**src/rtl/id_ctrl_decode.sv**
```systemverilog
// Decode-stage control for the ARM pipeline: field decode, src2 select,
// condition/hazard bubble insertion and the ID/EX control register.
module id_ctrl_decode (
    input  logic        clk,
    input  logic        rst,
    input  logic [31:0] instruction,
    input  logic        cond_pass,
    input  logic        hazard,
    input  logic        flush,
    output logic [3:0]  src2,
    output logic        two_src,
    output logic [3:0]  exe_cmd,
    output logic        wb_en,
    output logic        mem_read,
    output logic        mem_write,
    output logic        b,
    output logic        s,
    output logic [3:0]  ex_exe_cmd,
    output logic        ex_wb_en,
    output logic        ex_mem_read,
    output logic        ex_mem_write,
    output logic        ex_b,
    output logic        ex_s
);

    localparam int unsigned BUNDLE_W = 9;

    logic [1:0]          w_mode;
    logic [3:0]          w_opcode;
    logic                w_s_bit;
    logic                w_imm;
    logic [3:0]          w_exe_cmd;
    logic                w_wb_en;
    logic                w_mem_read;
    logic                w_mem_write;
    logic                w_b;
    logic                w_s;
    logic                w_bubble;
    logic [BUNDLE_W-1:0] w_bundle;
    logic [BUNDLE_W-1:0] r_ex;

    assign w_mode   = instruction[27:26];
    assign w_opcode = instruction[24:21];
    assign w_s_bit  = instruction[20];
    assign w_imm    = instruction[25];

    // Raw (pre-bubble) decode of mode/opcode/S
    always_comb begin
        w_exe_cmd   = 4'b0000;
        w_wb_en     = 1'b0;
        w_mem_read  = 1'b0;
        w_mem_write = 1'b0;
        w_b         = 1'b0;
        w_s         = 1'b0;
        case (w_mode)
            2'b00: begin
                w_s = w_s_bit;
                case (w_opcode)
                    4'b1101: begin w_exe_cmd = 4'b0001; w_wb_en = 1'b1; end
                    4'b1111: begin w_exe_cmd = 4'b1001; w_wb_en = 1'b1; end
                    4'b0100: begin w_exe_cmd = 4'b0010; w_wb_en = 1'b1; end
                    4'b0101: begin w_exe_cmd = 4'b0011; w_wb_en = 1'b1; end
                    4'b0010: begin w_exe_cmd = 4'b0100; w_wb_en = 1'b1; end
                    4'b0110: begin w_exe_cmd = 4'b0101; w_wb_en = 1'b1; end
                    4'b0000: begin w_exe_cmd = 4'b0110; w_wb_en = 1'b1; end
                    4'b1100: begin w_exe_cmd = 4'b0111; w_wb_en = 1'b1; end
                    4'b0001: begin w_exe_cmd = 4'b1000; w_wb_en = 1'b1; end
                    4'b1010: w_exe_cmd = 4'b0100;
                    4'b1000: w_exe_cmd = 4'b0110;
                    default: ;
                endcase
            end
            2'b01: begin
                w_exe_cmd = 4'b0010;
                if (w_s_bit) begin
                    w_mem_read = 1'b1;
                    w_wb_en    = 1'b1;
                end else begin
                    w_mem_write = 1'b1;
                end
            end
            2'b10:   w_b = 1'b1;
            default: ;
        endcase
    end

    // src2/two_src use the raw decode so hazard never loops back combinationally
    assign src2    = w_mem_write ? instruction[15:12] : instruction[3:0];
    assign two_src = ~w_imm | w_mem_write;

    assign w_bubble = ~cond_pass | hazard;
    assign w_bundle = w_bubble ? BUNDLE_W'(0)
                               : {w_s, w_b, w_exe_cmd, w_mem_write, w_mem_read, w_wb_en};

    assign {s, b, exe_cmd, mem_write, mem_read, wb_en} = w_bundle;

    always_ff @(posedge clk or posedge rst) begin
        if (rst) begin
            r_ex <= BUNDLE_W'(0);
        end else if (flush) begin
            r_ex <= BUNDLE_W'(0);
        end else begin
            r_ex <= w_bundle;
        end
    end

    assign {ex_s, ex_b, ex_exe_cmd, ex_mem_write, ex_mem_read, ex_wb_en} = r_ex;

endmodule

```
**config.mk**
```make
export PLATFORM = sky130hd
export DESIGN_NAME = id_ctrl_decode
export DESIGN_NICKNAME = d
export VERILOG_FILES = /design/src/rtl/id_ctrl_decode.sv
export SDC_FILE = /design/constraint.sdc
export NUM_CORES = 1
export LEC_CHECK = 0
export ABC_AREA = 1
export CAP_MARGIN = 10
export CORE_MARGIN = 3
export CORE_UTILIZATION = 25
export CTS_BUF_LIST = sky130_fd_sc_hd__clkbuf_4 sky130_fd_sc_hd__clkbuf_8 sky130_fd_sc_hd__clkbuf_16
export DETAILED_ROUTE_END_ITERATION = 8
export MAX_ROUTING_LAYER = met4
export PLACE_DENSITY_LB_ADDON = 0.05
export SLEW_MARGIN = 20
export SYNTH_ARGS = -nofsm -noshare
export SYNTH_HDL_FRONTEND = slang
export SYNTH_SLANG_ARGS = --single-unit
```
**constraint.sdc**
```tcl
create_clock -name clk -period 1.9 [get_ports clk]
set_clock_uncertainty 0.15 [all_clocks]
set_input_delay 0.19 -clock clk [delete_from_list [all_inputs] [get_ports clk]]
set_output_delay 0.19 -clock clk [all_outputs]
set_load 0.02 [all_outputs]
```
Word level (Yosys, flattened, before mapping)
Cells that the tools add are included.
Storage, ports and cells
  register bits after elaboration: 9
  bits of input ports: 37
  word-level logic and storage cells: 35
  output and inout port bits: 23
Cells by class
  multiplexer cells: 13
  equal/unequal tests: 12
  bitwise logic cells: 4
  reductions and logical operators: 5
Operator list (count)
  $pmux W4 S9: 1
  $eq A4 B4 Y1 const B: 5
  $mux W9: 2
  $eq A4 B3 Y1 const B: 3
  $reduce_or A9 Y1: 1
  $pmux W4 S2: 1
  $mux W1: 7
  $eq A4 B1 Y1 const B: 1
  $eq A4 B2 Y1 const B: 1
  $logic_not A4 Y1: 1
  $mux W4: 1
  $reduce_or A2 Y1: 2
  $eq A2 B1 Y1 const B: 1
  $eq A2 B2 Y1 const B: 1
  $logic_not A2 Y1: 1
  $not A1 Y1: 2
  $or A1 B1 Y1: 2
  $pmux W1 S2: 1

Longest topological paths before layout
  word-level depth: 6
  depth in mapped cells: 8
  depth with buffers taken out: 8

Worst setup path after synthesis
Ideal clock, no wire load.
  path type: input to output
  start point: input cond_pass
  end point: output b
  stages: 4
  slack: 664 ps
  arrival time: 896 ps
  data required time: 1560 ps
  path buffers: 0
  cell sequence: inv_2 nor2_4 inv_2 nor3_1
Between the ends
  word-level cells in the longest chain between the ends: 3
RTL lines
  start: declaration: RTL line 7  | input logic cond_pass,
  $not A1 Y1: RTL line 91  | assign w_bubble = ~cond_pass | hazard;
  $or A1 B1 Y1: RTL line 91
  $mux W9: RTL line 92  | assign w_bundle = w_bubble ? BUNDLE_W'(0)
  end: declaration: RTL line 16  | output logic b,
Every way passes these cells.

Worst setup path after layout
  start point: input instruction[27]
  end point: output s
Between the ends
  word-level cells in the longest chain between the ends: 3
RTL lines
  start: declaration: RTL line 6  | input logic [31:0] instruction,
  $logic_not A2 Y1: RTL line 55  | case (w_mode)
  $mux W1: RTL line 55
  $mux W9: RTL line 92
  end: declaration: RTL line 17  | output logic s,
Every way passes these cells.

==> flow_metrics.env <==
export IMPL_seq_area_frac_synth=0.368
export IMPL_post_placement_cell_area_um2=1230
export IMPL_die_x_um=55.5
export IMPL_max_cap_violations=0
export IMPL_postSynthRegisterBits=9
export IMPL_hold_violations=0
export IMPL_result_of_the_run="completed"
export IMPL_min_delay_worst_type="input pin to asynchronous set/reset pin"
export IMPL_layout_setup_ws_ns=0.0715
export IMPL_power_density_nw_per_um2=420
export IMPL_drt_initial_drc_count=5
export IMPL_biggestRegsByFlops="r_ex: 9 flops"
export IMPL_antenna_found_initial=0
export IMPL_finalWirelength_um=1660
export IMPL_drtAntennaViolNets=0
export IMPL_grt_overflow_total=0
export IMPL_timing_critical_path_max_delay_family="buffers and inverters"
export IMPL_critical_path_n_buffers_inverters=4
export IMPL_postSynthAreaPerCell_um2=7.03
export IMPL_fin_area_um2=1230
export IMPL_timing_critical_path_from_type="input pin"
export IMPL_p_leak_nw=0.685
export IMPL_firstDrtPassIters=4
export IMPL_comb_power_share=0.333
export IMPL_synthesis_instances=87
export IMPL_fp_coreArea_um2=2280
export IMPL_largest_register_ffs=9
export IMPL_synthesis_yosys_warnings=0
export IMPL_fill_cells=229
export IMPL_crit_path_max_fanout=3
export IMPL_cell_internal_pwr_uw=377
export IMPL_timing_final_setup_violations=0
export IMPL_maximum_frequency_from_static_timing_analysis_mhz=547
export IMPL_yosys_cell_types_count=17
export IMPL_dieArea_um2=3080
export IMPL_worst_hold_slack_ns=0.0441
export IMPL_cts_path_max_buffers=2
export IMPL_htreeDepth=1
export IMPL_cts_buffers=3
export IMPL_worst_slew_pin_transition_ns=0.317
export IMPL_power_net_switching_uw=140
export IMPL_clock_tree_from_tritoncts="built"
export IMPL_root_buffer="sky130_fd_sc_hd__clkbuf_4"
export IMPL_finalNetCount=192
export IMPL_shortest_clock_period_the_worst_path_allows_after_layout_ns=1.83
export IMPL_drt_via_density=4.06
export IMPL_slew_headroom=0.789
export IMPL_clock_power_share=0.290
export IMPL_cp_data_arrival_time_ns=1.49
export IMPL_pin_count=60
export IMPL_grt_setup_unrepaired="no"
export IMPL_placementRows=17
export IMPL_grt_first_pass_wirelength_um=2910
export IMPL_post_route_period_util=0.962
export IMPL_area_delta_synth_final_pct=101
export IMPL_critical_path_cell_by_cell="clkdlybuf4s50_1, inv_2, nand2_1, nor2_2, inv_1, nor2_1, dlygate4sd2_1"
export IMPL_grt_total_usage=0.119
export IMPL_seq_power_share=0.376
export IMPL_critPathRequiredTime_ns=1.56
export IMPL_routability_congestion_estimate=0.730
export IMPL_timing_setup_tns_ns=0
export IMPL_floorplan_die_height_um=55.5
export IMPL_reg_with_most_ffs="r_ex"
export IMPL_wl_per_cell_um=9.10
export IMPL_cp_slowest_stage_delay_ns=0.51
export IMPL_final_slew_violations=0
export IMPL_sw_frac_of_total=0.270
export IMPL_syn_cell_area_um2=612
export IMPL_timing_critical_path_slowest_stage_cell="sky130_fd_sc_hd__clkdlybuf4s50_1"
export IMPL_via_count=739
export IMPL_grt_max_degree=10
export IMPL_antenna_cells_inserted=0
export IMPL_fin_total_pwr_uw=517
export IMPL_ratio_of_cells_with_drive_above_1_in_the_final_layout=0.331
export IMPL_vias_in_the_first_global_route=683
export IMPL_clkSlewWorstSetupHoldPaths_ns=0.05
export IMPL_synth_fp_nets=124
export IMPL_critical_path_endpoint_type="output pin"
export IMPL_irDropWorstVdd_v=0.000293
export IMPL_placement_setup_worst_slack_ns=-0.284
export IMPL_cts_hold_repair_buffers=0
export IMPL_cts_sinks=9
export IMPL_start_util=0.269
export IMPL_remaining_drc_errors=0
export IMPL_timing_worst_setup_path_type="input pin to output pin"
export IMPL_buffer_ports_inserted=43
export IMPL_detailed_place_hpwl_um=1470
## power by group through the flow
stage | Sequential (mW) | Clock, mW | Combinational, mW
after floorplan | 0.201 | 0 | 0.0699
after global placement | 0.198 | 0 | 0.181
after detailed placement | 0.198 | 0 | 0.183
after CTS | 0.195 | 0.159 | 0.175
after global routing | 0.195 | 0.162 | 0.189
final | 0.195 | 0.150 | 0.172
## cell families (layout without fill, tap and decap cells)
kind of cell	count (synthesis)	count (layout)	share of synthesized area
AOI/OAI and AO/OA	1	1	0.0143
buffers and inverters	19	86	0.119
DFF	9	9	0.368
and+or+nand+nor	58	58	0.499
## per-stage QoR
| step | cells | utilization |
|---|---|---|
| after CTS | 182 | 0.547 |
| after global placement | 178 | 0.540 |
| final | 182 | 0.540 |
| after floorplan | 87 | - |
| after global routing | 182 | 0.540 |
| after detailed placement | 178 | 0.540 |
## cells in the final DEF, fill, tap and decap left out, types with 2 or more instances in the layout
| cell | Yosys | layout |
|---|---|---|
| sky130_fd_sc_hd__dlymetal6s2s_1 | 0 | 2 |
| sky130_fd_sc_hd__nor2_1 | 5 | 5 |
| sky130_fd_sc_hd__inv_1 | 11 | 11 |
| sky130_fd_sc_hd__clkbuf_4 | 0 | 4 |
| sky130_fd_sc_hd__clkdlybuf4s50_1 | 0 | 27 |
| sky130_fd_sc_hd__nor3_1 | 2 | 2 |
| sky130_fd_sc_hd__nand3_1 | 11 | 11 |
| sky130_fd_sc_hd__inv_2 | 7 | 7 |
| sky130_fd_sc_hd__nor3_2 | 2 | 2 |
| sky130_fd_sc_hd__nand2_1 | 25 | 25 |
| sky130_fd_sc_hd__buf_4 | 0 | 21 |
| sky130_fd_sc_hd__nor2_2 | 6 | 6 |
| sky130_fd_sc_hd__dfrtp_1 | 9 | 9 |
| sky130_fd_sc_hd__nand3_2 | 2 | 2 |
| sky130_fd_sc_hd__clkbuf_2 | 1 | 5 |
| sky130_fd_sc_hd__dlygate4sd2_1 | 0 | 8 |
## Yosys cell counts (all sizes together)
library cell   n  share of area
a21oi          1          0.014
clkbuf         1         0.0082
dfrtp          9           0.37
inv           18           0.11
nand2         26           0.16
nand3         13           0.12
nand4          1          0.010
nor2          13           0.14
nor3           4          0.049
nor4           1          0.010
## path summary, 6_finish.rpt
check                                start  endpoint  cells past startpoint
min in group clk           instruction[21]   r_ex[6]                      6
max in group asynchronous              rst   r_ex[8]                      2
worst min-delay path                   rst   r_ex[5]                      2
worst max-delay path       instruction[27]         s                      7
## layout make-up
cell class              instances  area, µm²  area share
repair buffers                 64        558       0.454
multi-input cells              59        314       0.255
flip-flops and latches          9        225       0.183
inverters                      18       67.6      0.0549
well taps                      28       35.0      0.0285
clock buffers                   4       30.0      0.0244
## per-layer routing
metal / track usage / vias to the layer above / share of wire / wire, µm
met5: - / - / 0 / 0
met4: 0.0625 / 0 / 0.018 / 29
met3: 0.0187 / 4 / 0.064 / 106
met2: 0.191 / 25 / 0.49 / 816
met1: 0.142 / 308 / 0.42 / 703
li1: - / 402 / - / -
## what timing repair did
item                                    CTS  global route
hold endpoints to repair                  0             0
buffers inserted                          0             0
resized for setup                        16            11
endpoints found under the setup margin   14             6
Note: power is estimated with default switching activity, not from simulation.
